==> config.mk <==
export PLATFORM = sky130hd
export DESIGN_NAME = fp_mant_div_seq_flat
export DESIGN_NICKNAME = d
export VERILOG_FILES = /design/src/rtl/fp_div_pkg.sv /design/src/rtl/fp_mant_div_seq_if.sv /design/src/rtl/fp_div_row.sv /design/src/rtl/fp_mant_div_seq.sv /design/src/flat_wrapper.sv
export SDC_FILE = /design/constraint.sdc
export NUM_CORES = 1
export LEC_CHECK = 0
export CORE_UTILIZATION = 40
export CTS_BUF_LIST = sky130_fd_sc_hd__clkbuf_8
export CTS_CLUSTER_SIZE = 12
export DETAILED_ROUTE_END_ITERATION = 10
export DONT_BUFFER_PORTS = 1
export HOLD_SLACK_MARGIN = 0.15
export PLACE_DENSITY = 0.67
export REMOVE_ABC_BUFFERS = 1
export SETUP_SLACK_MARGIN = 0.5
export SYNTH_ARGS = -nofsm -noshare
export SYNTH_HDL_FRONTEND = slang
export SYNTH_SLANG_ARGS = --single-unit
==> constraint.sdc <==
create_clock -name clk -period 12.3 [get_ports clk]
set_input_delay 2.46 -clock clk [delete_from_list [all_inputs] [get_ports clk]]
set_output_delay 2.46 -clock clk [all_outputs]
set_load 0.02 [all_outputs]
==> src/rtl/fp_div_pkg.sv <==
// Shared definitions for the sequential mantissa divider: FSM state type,
// default operand sizes and the iteration-counter width helper.
package fp_div_pkg;

   localparam int DEF_WIDTH = 24;
   localparam int DEF_QBITS = 26;

   // Width needed to hold an iteration index 0 .. q-1
   function automatic int cntWidth(input int q);
      return (q > 1) ? $clog2(q) : 1;
   endfunction

   localparam int CNT_W = cntWidth(DEF_QBITS);

   typedef enum logic [1:0] {
      IDLE = 2'd0,
      CALC = 2'd1,
      DONE = 2'd2
   } state_e;

endpackage

==> src/rtl/fp_mant_div_seq_if.sv <==
// Request/result bundle for the mantissa divider. The master issues a start
// with both mantissas; the slave (divider) returns quotient, sticky and
// divide-by-zero flags with a one-cycle valid pulse.
interface fp_mant_div_seq_if
   import fp_div_pkg::*;
#(
   parameter int WIDTH = DEF_WIDTH,
   parameter int QBITS = DEF_QBITS
);

   logic             start;
   logic [WIDTH-1:0] dividend;
   logic [WIDTH-1:0] divisor;
   logic             busy;
   logic             valid;
   logic [QBITS-1:0] quotient;
   logic             sticky;
   logic             div_zero;

   modport master (
      output start, dividend, divisor,
      input  busy, valid, quotient, sticky, div_zero
   );

   modport slave (
      input  start, dividend, divisor,
      output busy, valid, quotient, sticky, div_zero
   );

endinterface

==> src/rtl/fp_div_row.sv <==
// One restoring-division row: a ripple chain of subtract/select cells that
// computes rem - div as rem + ~div + 1. The carry out of the top cell means
// rem >= div and selects the difference in every cell; otherwise the row
// passes the remainder through unchanged.
module fp_div_row #(
   parameter int N = 25
) (
   input  logic [N-1:0] rem_i,
   input  logic [N-1:0] div_i,
   output logic [N-1:0] next_o,
   output logic         carry_o
);

   logic [N:0]   carry;
   logic [N-1:0] diff;

   assign carry[0] = 1'b1;

   // Subtract/select cell per bit: full adder on (rem, ~div, carry-in),
   // result muxed by the row-wide select taken from the final carry
   for (genvar i = 0; i < N; i++) begin : gCell
      logic notB;
      assign notB       = ~div_i[i];
      assign diff[i]    = rem_i[i] ^ notB ^ carry[i];
      assign carry[i+1] = (rem_i[i] & notB) | (rem_i[i] & carry[i]) | (notB & carry[i]);
      assign next_o[i]  = carry[N] ? diff[i] : rem_i[i];
   end

   assign carry_o = carry[N];

endmodule

==> src/rtl/fp_mant_div_seq.sv <==
// Sequential radix-2 restoring divider for normalized mantissas. One quotient
// bit is resolved per clock, MSB (integer bit) first, and a sticky flag
// reports a nonzero final remainder for the downstream rounder.
// Optional build macro FP_DIV_EARLY_TERM_EN: finish as soon as the partial
// remainder becomes zero (remaining quotient bits are already zero).
module fp_mant_div_seq
   import fp_div_pkg::*;
#(
   parameter int WIDTH = DEF_WIDTH,
   parameter int QBITS = DEF_QBITS
) (
   input  logic                 clk,
   input  logic                 rst_n,
   fp_mant_div_seq_if.slave     bus
);

   localparam int CW = cntWidth(QBITS);

   state_e           state_q;
   logic [WIDTH:0]   rem_q;
   logic [WIDTH:0]   div_q;
   logic [CW-1:0]    count_q;
   logic [QBITS-1:0] quot_q;
   logic             sticky_q;
   logic             divZero_q;
   logic             valid_q;
   logic             busy_q;

   logic [WIDTH:0]   rowNext;
   logic             rowCarry;
   logic [WIDTH:0]   rem_d;

   fp_div_row #(.N(WIDTH + 1)) uRow (
      .rem_i   (rem_q),
      .div_i   (div_q),
      .next_o  (rowNext),
      .carry_o (rowCarry)
   );

   // Next partial remainder: selected row output shifted left one place.
   // The invariant rem < 2*div keeps the shifted value within WIDTH+1 bits.
   assign rem_d = rowNext << 1;

   // Control FSM with registered outputs: load, iterate, then a one-cycle
   // result pulse; divide-by-zero skips the iteration entirely
   always_ff @(posedge clk or negedge rst_n) begin
      if (!rst_n) begin
         state_q   <= IDLE;
         rem_q     <= '0;
         div_q     <= '0;
         count_q   <= '0;
         quot_q    <= '0;
         sticky_q  <= 1'b0;
         divZero_q <= 1'b0;
         valid_q   <= 1'b0;
         busy_q    <= 1'b0;
      end else begin
         case (state_q)
            IDLE: begin
               valid_q <= 1'b0;
               if (bus.start) begin
                  busy_q <= 1'b1;
                  if (bus.divisor != '0) begin
                     rem_q     <= {1'b0, bus.dividend};
                     div_q     <= {1'b0, bus.divisor};
                     quot_q    <= '0;
                     divZero_q <= 1'b0;
                     count_q   <= CW'(QBITS - 1);
                     state_q   <= CALC;
                  end else begin
                     quot_q    <= '1;
                     sticky_q  <= 1'b0;
                     divZero_q <= 1'b1;
                     valid_q   <= 1'b1;
                     state_q   <= DONE;
                  end
               end
            end
            CALC: begin
               quot_q[count_q] <= rowCarry;
               rem_q           <= rem_d;
               if (count_q == '0) begin
                  sticky_q <= (rem_d != '0);
                  valid_q  <= 1'b1;
                  state_q  <= DONE;
               end else begin
`ifdef FP_DIV_EARLY_TERM_EN
                  if (rem_d == '0) begin
                     sticky_q <= 1'b0;
                     valid_q  <= 1'b1;
                     state_q  <= DONE;
                  end else begin
                     count_q <= count_q - 1'b1;
                  end
`else
                  count_q <= count_q - 1'b1;
`endif
               end
            end
            DONE: begin
               valid_q <= 1'b0;
               busy_q  <= 1'b0;
               state_q <= IDLE;
            end
            default: begin
               valid_q <= 1'b0;
               busy_q  <= 1'b0;
               state_q <= IDLE;
            end
         endcase
      end
   end

   assign bus.busy     = busy_q;
   assign bus.valid    = valid_q;
   assign bus.quotient = quot_q;
   assign bus.sticky   = sticky_q;
   assign bus.div_zero = divZero_q;

endmodule

==> src/flat_wrapper.sv <==
// flat-port wrapper written by rule: the top's interface ports become plain ports
module fp_mant_div_seq_flat import fp_div_pkg::*;
#(
   parameter int WIDTH = DEF_WIDTH,
   parameter int QBITS = DEF_QBITS
)
  (clk, rst_n, bus_start, bus_dividend, bus_divisor, bus_busy, bus_valid, bus_quotient, bus_sticky, bus_div_zero);
  fp_mant_div_seq_if #(.WIDTH(WIDTH), .QBITS(QBITS)) bus_i ();
  input  logic clk;
  input  logic rst_n;
  input wire logic [$bits(bus_i.start)-1:0] bus_start;
  input wire logic [$bits(bus_i.dividend)-1:0] bus_dividend;
  input wire logic [$bits(bus_i.divisor)-1:0] bus_divisor;
  output wire logic [$bits(bus_i.busy)-1:0] bus_busy;
  output wire logic [$bits(bus_i.valid)-1:0] bus_valid;
  output wire logic [$bits(bus_i.quotient)-1:0] bus_quotient;
  output wire logic [$bits(bus_i.sticky)-1:0] bus_sticky;
  output wire logic [$bits(bus_i.div_zero)-1:0] bus_div_zero;
  assign bus_i.start = bus_start;
  assign bus_i.dividend = bus_dividend;
  assign bus_i.divisor = bus_divisor;
  assign bus_busy = bus_i.busy;
  assign bus_valid = bus_i.valid;
  assign bus_quotient = bus_i.quotient;
  assign bus_sticky = bus_i.sticky;
  assign bus_div_zero = bus_i.div_zero;
  fp_mant_div_seq #(.WIDTH(WIDTH), .QBITS(QBITS)) u_core (.clk(clk), .rst_n(rst_n), .bus(bus_i));
endmodule
# Word-level counts from Yosys, hierarchy flattened
# Index checks and enable logic that the tools add are counted.
[word_totals]
register_bits = 86
in_bits = 51
word_cells = 277
[classes]
addsub = 1
magnitude_cmp = 2
n_eq_ne = 6
mux = 51
bitwise = 194
reduce_logical = 14
[ops]
columns = ["cell", "n"]
rows = [
  ["$and A1 B1 Y1", 71],
  ["$mux W26", 2],
  ["$pmux W26 S2", 1],
  ["$mux W25", 2],
  ["$or A1 B1 Y1", 50],
  ["$pmux W25 S2", 1],
  ["$xor A1 B1 Y1", 47],
  ["$mux W1", 32],
  ["$bwmux W26", 1],
  ["$not A1 Y1", 26],
  ["$reduce_bool A25 Y1", 1],
  ["$reduce_bool A24 Y1", 1],
  ["$mux W5", 3],
  ["$pmux W5 S2", 1],
  ["$reduce_and A2 Y1", 4],
  ["$reduce_and A4 Y1", 2],
  ["$lt A5 B6 Y1 const B", 1],
  ["$mux W2", 3],
  ["$ne A2 B2 Y1 const B", 3],
  ["$pmux W1 S2", 3],
  ["$reduce_and A3 Y1", 2],
  ["$demux W1 S5", 1],
  ["$ge A5 B1 Y1 const B", 1],
  ["$logic_not A5 Y1", 1],
  ["7 further kinds", 8],
]

# Depth between registers and ports, before layout
# Gate-level depths: netlist (run 1).
[logic_depth]
word_depth = 80
ltp_mapped = 35

# Hierarchy
# A second synthesis (run 1) with hierarchy kept.
[unflattened]
cells_unflattened = 521
hier_area_um2 = 5325.1
[by_module_without_submodules]
columns = ["module", "instances", "cells_per_inst", "area_per_inst_um2"]
rows = [
  ["fp_mant_div_seq", 1, 432, 4449.3],
  ["fp_div_row", 1, 89, 875.8],
]

# Worst setup path after synthesis (run 1)
# Ideal clock, no wire load.
[synth_path]
path_type = "flip-flop to flip-flop"
startpoint = "register u_core.rem_q[0]"
endpoint = "register u_core.sticky_q (netlist: u_core.bus.sticky)"
setup_ns = 0.133
arrival_time_ns = 11.705
required_time_ns = 12.167
setup_slack_ns = 0.461
stages_incl_launch_ff = 33
n_path_buf = 0
path_cell_list = "dfrtp_1 inv_1 ha_1 inv_1 fa_1 inv_1 fa_1 fa_1 fa_1 fa_1 fa_1 fa_1 fa_1 fa_1 fa_1 fa_1 fa_1 fa_1 fa_1 fa_1 fa_1 fa_1 fa_1 fa_1 fa_1 fa_1 fa_1 inv_1 fa_1 nand4b_1 or4_1 a22oi_1 o211ai_1"
[synth_between]
elab_chain_len = 79
elab_cells_between_ends = 150
classes_between = "mux (26); bitwise (123); reduce/logical (1)"
[synth_rtl]
columns = ["element", "line_no", "rtl"]
rows = [
  ["start: declaration", "fp_mant_div_seq.sv:20", "logic [WIDTH:0] rem_q;"],
  ["start signal: assignment", "fp_mant_div_seq.sv:64", "rem_q <= {1'b0, bus.dividend};"],
  ["start signal: assignment", "fp_mant_div_seq.sv:81", "rem_q <= rem_d;"],
  ["$and A1 B1 Y1", "fp_div_row.sv:25", "assign carry[i+1] = (rem_i[i] & notB) | (rem_i[i] & carry[i]) | (notB & carry[i]);"],
  ["$or A1 B1 Y1 (2 in series)", "fp_div_row.sv:25", ""],
  ["$and A1 B1 Y1", "fp_div_row.sv:25", ""],
  ["$or A1 B1 Y1 (2 in series)", "fp_div_row.sv:25", ""],
  ["$and A1 B1 Y1", "fp_div_row.sv:25", ""],
  ["$or A1 B1 Y1 (2 in series)", "fp_div_row.sv:25", ""],
  ["$and A1 B1 Y1", "fp_div_row.sv:25", ""],
  ["$or A1 B1 Y1 (2 in series)", "fp_div_row.sv:25", ""],
  ["(+57 left out)", "-", ""],
  ["$and A1 B1 Y1", "fp_div_row.sv:25", ""],
  ["$or A1 B1 Y1 (2 in series)", "fp_div_row.sv:25", ""],
  ["$and A1 B1 Y1", "fp_div_row.sv:25", ""],
  ["$or A1 B1 Y1 (2 in series)", "fp_div_row.sv:25", ""],
  ["$mux W1", "fp_div_row.sv:26", "assign next_o[i] = carry[N] ? diff[i] : rem_i[i];"],
  ["$reduce_bool A25 Y1 *", "fp_mant_div_seq.sv:83", "sticky_q <= (rem_d != '0);"],
  ["$mux W1 *", "fp_mant_div_seq.sv:82", "if (count_q == '0) begin"],
  ["$pmux W1 S2 *", "fp_mant_div_seq.sv:58", "case (state_q)"],
  ["end signal: assignment", "fp_mant_div_seq.sv:83", ""],
  ["end: declaration", "fp_mant_div_seq.sv:24", "logic sticky_q;"],
]
# Every way passes the cells marked *; elsewhere a longest branch is shown, timed or not. The select of a mux whose other input is x is not followed.
# A chain may end at the register's enable or synchronous reset.

# Final worst setup path (run 1)
# Same ends and word-level chain as after synthesis.

==> qor.txt, run 1 <==
via count: 3739
# diodes: 0
LEAKAGE: 2.22 nW
nature of the critical path endpoint: flop
area share of and/or/nand/nor cells after synthesis: 0.122
IO Count: 81
final net count: 552
post-layout min period: 11350 ps
Area contributors post-synth: dfrtp_1 42%, fa_1 9.1%, mux2_2 7.7%, o21ai_0 7.1%, mux2_4 5.3%
setup ws final: 950 ps
reg2reg end: u_core.bus.sticky
post-synthesis sequential area ratio: 0.423
Layout area overhead: 7.58%
setup slack, reg-to-reg: 950 ps
PD cells: 358 nW/um2
first-pass GRT wire length: 20000 um
unique cell type count in the Yosys netlist: 48
FF-to-FF path depth: 32
final hold violation count: 0
antenna-violating nets left: 0
Worst Tran Pin Value: 1190 ps
outcome: finished, final reports clean
Via density: 5.79
TritonCTS clock tree: built
largest net degree at the start of global routing: 87
FP Rows: 40
PortBufs: 0
total die area: 13200 um2
Routed WL per cell: 19.2 um
gpl congestion: 0.907
CTS Buf Count: 9
warnings from Yosys: 0
CTS Sinks: 86
initial antenna violation count: 0
Slowest Stage Delay on Critical Path: 530 ps
Pwr Total: 1.96 mW
Peak Freq: 0.0881 GHz
Crit Path Max Fanout: 3
sequential share of power: 0.333
vias in the first global route: 3715
clock insertion delay at the later pin of the skew report: 370 ps
setup_tns: 0 ps
Die Wd: 115 um
maximum VDD drop: 103 uV
Slowest-stage cell, CP: or4_1
Sw Pwr: 874 uW
Hold-fix buffers, CTS: 0
Post-Synth XOR/XNOR Area: 0
Placement Cell Area: 5200 um2
cell mode on critical path: fa_2
initial drt markers: 298
Comb power frac: 0.550
final wirelength: 12400 um
kind of critical path: flop to flop
hold path depth: 1
Initial Util: 0.416
final setup fails: 0
Clock transition at path regs: 100 ps
Final Util: 0.448
maxcap violations: 0
Core Box Area: 12200 um2
Post-Synthesis Cell Area: 5090 um2
share of layout cells above drive strength 1: 0.224
total internal power: 1.09 mW
Hold WC Path Type: flop to flop
Sw Ratio: 0.446
adder-cell share of the synthesized area: 0.103
Top FF cell, synth: dfrtp_1
Clock Root Buffer: clkbuf_8
cell taking the most area after synthesis: dfrtp_1
Post-synth EDFFs: 0
area share of the largest cell type after synthesis: 0.423
Remaining Overflow, GRT: 0
setup repair after global routing missed its margin: false
worst r2r src: u_core.rem_q[0]
hold_ws: 539 ps
Global Route Usage Sum: 0.200
setup bufs post-CTS: 0
largest family of logic cells by synthesized area: compound AO/OA/AOI/OAI gates
compound-cell area share of the yosys netlist: 0.163
Hold Path Sink: u_core.div_q[1]
placed insts: 630
Detailed Place HPWL: 9210 um
Slew Viols, Final: 0
die height: 115 um
final std cells w/o fill: 646
# DRC: 0
Post-synth ARST share: 1.00
#FFs+latches synth: 86
Avg Synthesized Cell Area: 10.5 um2
slew margin rel.: 0.203
CTS HTree Levels: 3
startpoint type of the worst setup path: flop
Worst EP required: 12550 ps
mux cell area share after synthesis: 0.133
Detailed Routing Iterations Pass 1: 5
dpl ws: 7.06 ps
Clock Tree Buf Depth: 2
min-delay src: u_core.div_q[1]
final worst path period share: 0.923
Clock Power Share: 0.117
fin area: 5470 um2
Layout Skew: 10.2 ps
Syn Inst Count: 485
Critical Path AT: 11600 ps
[cell usage in the layout (no fill, tap or decap), drive strengths merged, types with 2 or more instances in the layout]
cell and instances:
o211ai 4, nand4b 2, nand4 6, nor2 34
a31oi 2, dfrtp 86, a21o 2, nand2 37
or2 3, inv 35, fa 23, a22oi 2
nor3b 2, nor3 6, o21ai 75, buf 8
o32a 21, nand3b 7, bufinv 2, or4 2
clkbuf 9, ha 5, nor4 12, a21oi 24
mux2 53
[cells by family after synthesis]
logic type               Yosys count
adder cells (fa/ha/maj)           28
flip-flops                        86
multiplexers                      54
AO/OA/AOI/OAI                    136
AND/OR/NAND/NOR                  118
buffers and inverters             63
[worst max-delay path, delay by kind of cell (launching register included)]
kind / cells / cell delay [ps]
AND/OR/NAND/NOR: 2 / 720
flip-flops: 1 / 360
adder cells (fa/ha/maj): 24 / 9560
buffers and inverters: 4 / 280
AO/OA/AOI/OAI: 2 / 310
[how the worst max path moves through the flow]
stage / from / slack, ps / depth (start not counted) / end
CTS: u_core.rem_q[0] / 520 / 32 / u_core.bus.sticky
global route: u_core.rem_q[0] / 540 / 32 / u_core.bus.sticky
finish: u_core.rem_q[0] / 950 / 32 / u_core.bus.sticky
global placement: u_core.rem_q[0] / 180 / 32 / u_core.bus.sticky
floorplan: u_core.rem_q[0] / 340 / 32 / u_core.bus.sticky
detailed placement: u_core.rem_q[0] / 7 / 32 / u_core.bus.sticky
[cells in the mapped netlist (7+ instances only)]
| library cell | count |
|---|---|
| dfrtp_1 | 86 |
| o21ai_0 | 72 |
| nand2_1 | 37 |
| mux2_2 | 35 |
| nor2_1 | 34 |
| inv_1 | 32 |
| a21oi_1 | 24 |
| clkbuf_1 | 23 |
| fa_1 | 23 |
| o32a_1 | 21 |
| mux2_4 | 18 |
| nor4_1 | 8 |
| nand3b_1 | 7 |
[registers in the layout (all words and copies together), names as in the netlist]
name and count:
u_core.count_q 5, u_core.bus.div_zero 1, u_core.div_q 24, u_core.bus.busy 1, u_core.bus.quotient 26, u_core.bus.valid 1
u_core.bus.sticky 1, u_core.rem_q 25, u_core.state_q 2
[cell type report]
cell class                 count  area (um2)
timing repair buffer           8        60.1
tap                          168         210
clock buffer                   9         124
sequential                    86        2150
inverter                      32         120
multi-input combinational    336        2700
clock inverter                 7         105
fill                        1168        6740
[power by group through the flow]
stage                     sequential, mW  clock (mW)  combinational, mW
final                              0.653       0.230               1.08
after global routing               0.674       0.246               1.20
after CTS                          0.651       0.235               1.06
after detailed placement           0.654           0               1.04
after global placement             0.649           0               1.01
after floorplan                    0.592           0              0.799
[repair_timing]
action | in CTS | in global routing
gates resized for setup | 10 | 7
endpoints found under the setup margin | 47 | 39
gates cloned | 0 | 0
[routing by layer]
layer / wire length [um] / track usage
met5: 0 / 0
met4: 234 / 0.0745
met3: 1040 / 0.0701
met2: 5580 / 0.296
met1: 5540 / 0.271
No activity file was read; power rests on OpenSTA's default activity.
==> inputs of run 2 (changes only) <==
CORE_MARGIN = 2   (was unset)
PLACE_DENSITY = 0.65   (was 0.67)
clock period = 10.7 ns   (was 12.3 ns; I/O delays follow)
==> run 2 against run 1 <==
  * Sequential share of layout area down 0.62 points
  * Wire length up 2.0%
  * First-iteration DRC count up 17%
  * Largest power group unchanged
  * Combinational power up 23%
  * Cell count up 2.2%
  * Global-route usage down 0.40 points
  * Utilization down 0.39 points
  * Via count about the same
  * Highest routed layer unchanged
  * Critical endpoint unchanged
==> qor.txt, run 2 (synthesized netlist as in run 1, its figures left out) <==
met1 wire length: 5430 um
Layout area overhead: 9.30%
Initial Util: 0.406
gpl congestion: 0.906
Remaining Overflow, GRT: 0
Core Box Area: 12500 um2
Global Route Usage Sum: 0.196
final worst path period share: 0.951
Layout Skew: 11.8 ps
CTS HTree Levels: 3
Clock transition at path regs: 100 ps
Top Layer Used: met4
die height: 117 um
outcome: finished, final reports clean
Pwr Total: 2.30 mW
first-pass GRT wire length: 20000 um
number of flip-flops in the largest register: 26
Peak Freq: 0.0983 GHz
slew margin rel.: 0.175
setup slack, reg-to-reg: 520 ps
CP bufs+invs: 3
Via density: 5.66
Slowest-stage cell, CP: or4_4
Die Wd: 117 um
placed insts: 640
PortBufs: 0
total die area: 13600 um2
TritonCTS clock tree: built
CTS Buf Count: 9
Clock Power Share: 0.097
kind of critical path: flop to flop
hold path depth: 1
Seq. cell area: 2150 um2
clock insertion delay at the later pin of the skew report: 390 ps
cell mode on critical path: fa_2
most common cell after layout, fill and taps aside: dfrtp_1
startpoint type of the worst setup path: flop
dpl ws: -1640 ps
setup repair after global routing missed its margin: true
Crit Path Max Fanout: 2
final wirelength: 12600 um
CTS Sinks: 86
Clock Root Buffer: clkbuf_8
via count: 3737
# diodes: 0
final net count: 562
Detailed Place HPWL: 9170 um
share of layout cells above drive strength 1: 0.256
footprint of the multi-input gates: 2720 um2
# DRC: 0
Hold-fix buffers, CTS: 0
maximum VDD drop: 130 uV
Sw Pwr: 1.02 mW
Comb power frac: 0.580
worst r2r src: u_core.div_q[0]
Clock Tree Buf Depth: 2
Largest delay share family, worst path: adder cells
sequential share of power: 0.323
Worst Tran Pin Value: 1230 ps
met2 WL: 5910 um
total internal power: 1.27 mW
reg2reg end: u_core.bus.sticky
FF-to-FF path depth: 31
most frequent cells in the layout: 86 x dfrtp_1, 69 x o21ai_0, 37 x nand2_1
Final Util: 0.444
IO Count: 81
setup ws final: 524 ps
Hold Path Sink: u_core.div_q[23]
post-layout min period: 10180 ps
Routed WL per cell: 19.2 um
Hold WC Path Type: flop to flop
final std cells w/o fill: 660
met3 wire len: 1000 um
Sw Ratio: 0.446
maxcap violations: 0
Detailed Routing Iterations Pass 1: 4
initial antenna violation count: 0
hold_ws: 530 ps
final setup fails: 0
antenna-violating nets left: 0
Worst EP required: 10980 ps
PD cells: 413 nW/um2
Slowest Stage Delay on Critical Path: 530 ps
Critical Path AT: 10450 ps
Fillers: 1215
FP Rows: 41
nature of the critical path endpoint: flop
min-delay src: u_core.div_q[23]
Slew Viols, Final: 0
initial drt markers: 350
vias in the first global route: 3727
final hold violation count: 0
LEAKAGE: 2.26 nW
largest net degree at the start of global routing: 87
-- run 2: worst max-delay path by stage --
stage | startpoint | endpoint | slack [ps] | cells past startpoint
floorplan | u_core.rem_q[0] | u_core.bus.sticky | -1260 | 32
global placement | u_core.div_q[0] | u_core.bus.sticky | -1440 | 31
detailed placement | u_core.div_q[0] | u_core.bus.sticky | -1640 | 31
CTS | u_core.div_q[0] | u_core.bus.sticky | 520 | 31
global route | u_core.div_q[0] | u_core.bus.sticky | 250 | 31
finish | u_core.div_q[0] | u_core.bus.sticky | 520 | 31
-- run 2: what timing repair did --
item | 4_1_cts | 5_1_grt
setup endpoints to repair | 51 | 46
buffers inserted | 1 | 3
gates resized for setup | 22 | 8
pin swaps | 18 | 3
-- run 2: worst register-to-register path, delay by kind of cell, from the launching register on --
family | cells | cell delay, ps
DFF | 1 | 400
and+or+nand+nor | 2 | 720
adders and majority gates | 24 | 8480
AOI/OAI and AO/OA | 2 | 270
buffers and inverters | 3 | 200
-- run 2: area by class of cell --
| type | instances | share of cell area |
|---|---|---|
| Multi-Input combinational cell | 336 | 0.489 |
| Sequential cell | 86 | 0.387 |
| Tap cell | 172 | 0.0387 |
| Timing Repair Buffer | 18 | 0.0302 |
| Clock buffer | 9 | 0.0223 |
| Inverter | 32 | 0.0216 |
| Clock inverter | 7 | 0.0110 |
-- run 2: power by group through the flow --
stage	registers [mW]	clock network (mW)	logic (mW)
after floorplan	0.681	0	0.918
after global placement	0.740	0	1.23
after detailed placement	0.743	0	1.26
after CTS	0.742	0.231	1.29
after global routing	0.767	0.243	1.49
final	0.741	0.223	1.33
-- run 2: metrics by stage --
step	TNS, ps	cell area, um2
finish	0	5560
global route	0	5560
CTS	0	5520
detailed placement	-63790	5270
global placement	-55390	5270
floorplan	-52270	4920
-- run 2: routing by layer --
metal,track usage,vias up
li1,-,1716
met2,0.297,105
met3,0.0467,24
met4,0.0855,0
met5,0,-
met1,0.268,1892
==> inputs of run 3 (changes only) <==
PLACE_DENSITY = 0.62   (was 0.65)
==> run 3 against run 2 <==
  * Total power is 2.5% higher
  * Worst setup slack better by 57 ps
  * Final area is 0.99% higher
  * Clock power is 34% higher
  * Sequential power is 0.7% higher
  * Register-to-register slack better by 60 ps
  * Wire length is 1.4% higher
  * Cell count stayed put
  * Utilization is 0.44 points higher
  * Critical path type unchanged
  * Critical endpoint unchanged
==> qor.txt, run 3 (synthesized netlist as in run 1, its figures left out) <==
Comb power frac: 0.556
Global Route Usage Sum: 0.201
Hold WC Path Type: flop to flop
final net count: 563
Slowest-stage cell, CP: or4_1
initial antenna violation count: 0
Slowest Stage Delay on Critical Path: 530 ps
maxcap violations: 0
Via density: 5.56
Sw Pwr: 1.00 mW
final setup fails: 0
TritonCTS clock tree: built
Clock transition at path regs: 90 ps
grt met3 use: 0.0623
most common cell after layout, fill and taps aside: dfrtp_1
total internal power: 1.35 mW
gpl congestion: 0.906
IO Count: 81
Clock Power Share: 0.127
Detailed Place HPWL: 9380 um
initial drt markers: 242
Die Wd: 117 um
met1 GRT Util: 0.267
kind of critical path: flop to flop
largest net degree at the start of global routing: 87
dpl ws: -1630 ps
Remaining Overflow, GRT: 0
CTS Sinks: 86
Clock Tree Buf Depth: 2
nature of the critical path endpoint: flop
Routed WL per cell: 19.4 um
most frequent cells in the layout: 86 x dfrtp_1, 72 x o21ai_0, 37 x nand2_1
number of flip-flops in the largest register: 26
outcome: finished, final reports clean
FP Rows: 41
maximum VDD drop: 151 uV
GR peak layer: met2
Crit Path Max Fanout: 2
cell mode on critical path: fa_2
setup repair after global routing missed its margin: true
Slew Viols, Final: 0
PortBufs: 0
vias in the first global route: 3869
antenna-violating nets left: 0
FF-to-FF path depth: 32
Clock Root Buffer: clkbuf_8
final wirelength: 12800 um
share of layout cells above drive strength 1: 0.252
Critical Path AT: 10380 ps
final worst path period share: 0.946
via count: 3670
die height: 117 um
CTS HTree Levels: 3
clock insertion delay at the later pin of the skew report: 380 ps
Worst Tran Pin Value: 1260 ps
post-layout min period: 10120 ps
Peak Freq: 0.0988 GHz
total die area: 13600 um2
PD cells: 419 nW/um2
setup ws final: 581 ps
LEAKAGE: 2.28 nW
final hold violation count: 0
# diodes: 0
Layout area overhead: 10.4%
hold path depth: 1
Sw Ratio: 0.427
Detailed Routing Iterations Pass 1: 5
# DRC: 0
first-pass GRT wire length: 20600 um
Layout Skew: 9.13 ps
startpoint type of the worst setup path: flop
CTS Buf Count: 9
Initial Util: 0.406
grt met2 use: 0.308
Core Box Area: 12500 um2
slew margin rel.: 0.154
Final Util: 0.449
sequential share of power: 0.317
Worst EP required: 10960 ps
[run 3: power groups by stage]
stage	Combinational (mW)	Clock (mW)	Sequential [mW]
after detailed placement	1.25	0	0.749
final	1.31	0.298	0.746
after floorplan	0.918	0	0.681
after CTS	1.30	0.304	0.747
after global routing	1.47	0.318	0.771
after global placement	1.22	0	0.744
[run 3: path summary, 6_finish.rpt]
path | start | end | slack [ps]
setup / recovery | u_core.rem_q[0] | u_core.bus.sticky | 580
hold / removal | u_core.div_q[23] | u_core.div_q[23] | 520
setup reg to reg | u_core.rem_q[0] | u_core.bus.sticky | 580
hold reg to reg | u_core.div_q[23] | u_core.div_q[23] | 520
max in group asynchronous | rst_n | u_core.bus.quotient[0] | 9130
min in group asynchronous | rst_n | u_core.rem_q[13] | 1450
[run 3: layout make-up]
type,instances,area (um2)
Timing Repair Buffer,19,155
Clock inverter,6,135
Sequential cell,86,2150
Clock buffer,9,124
Tap cell,172,215
Fill cell,1185,6900
Multi-Input combinational cell,336,2710
Inverter,32,120
[run 3: metrics by stage]
| stage | hold WS (ps) | setup TNS (ps) | instance area (um2) | instances | power (mW) |
|---|---|---|---|---|---|
| detailed placement | 504 | -63140 | 5280 | 643 | 2.00 |
| global route | 552 | 0 | 5610 | 660 | 2.56 |
| global placement | 494 | -51210 | 5280 | 643 | 1.97 |
| finish | 525 | 0 | 5610 | 660 | 2.35 |
| floorplan | 481 | -52270 | 4920 | 454 | 1.60 |
| CTS | 524 | 0 | 5600 | 659 | 2.35 |
[run 3: routing by layer]
layer / up-vias / routed length [um] / part of all wire
li1: 1725 / - / -
met1: 1835 / 5490 / 0.43
met2: 95 / 6150 / 0.48
met3: 15 / 981 / 0.076
met4: 0 / 205 / 0.016
met5: - / 0 / 0
[run 3: what timing repair did]
item                       4_1_cts  5_1_grt
hold buffers                     0        0
gates cloned                     0        0
setup endpoints to repair       51        1
pin swaps                       18        1
gates resized for setup         22        1
setup buffers                    1        1
[run 3: critical path, delay by kind of cell, from the launching register on]
family / cells / cell delay (ps)
and+or+nand+nor: 2 / 710
adders and majority gates: 24 / 8390
DFF: 1 / 360
AOI/OAI and AO/OA: 2 / 260
buffers and inverters: 4 / 270
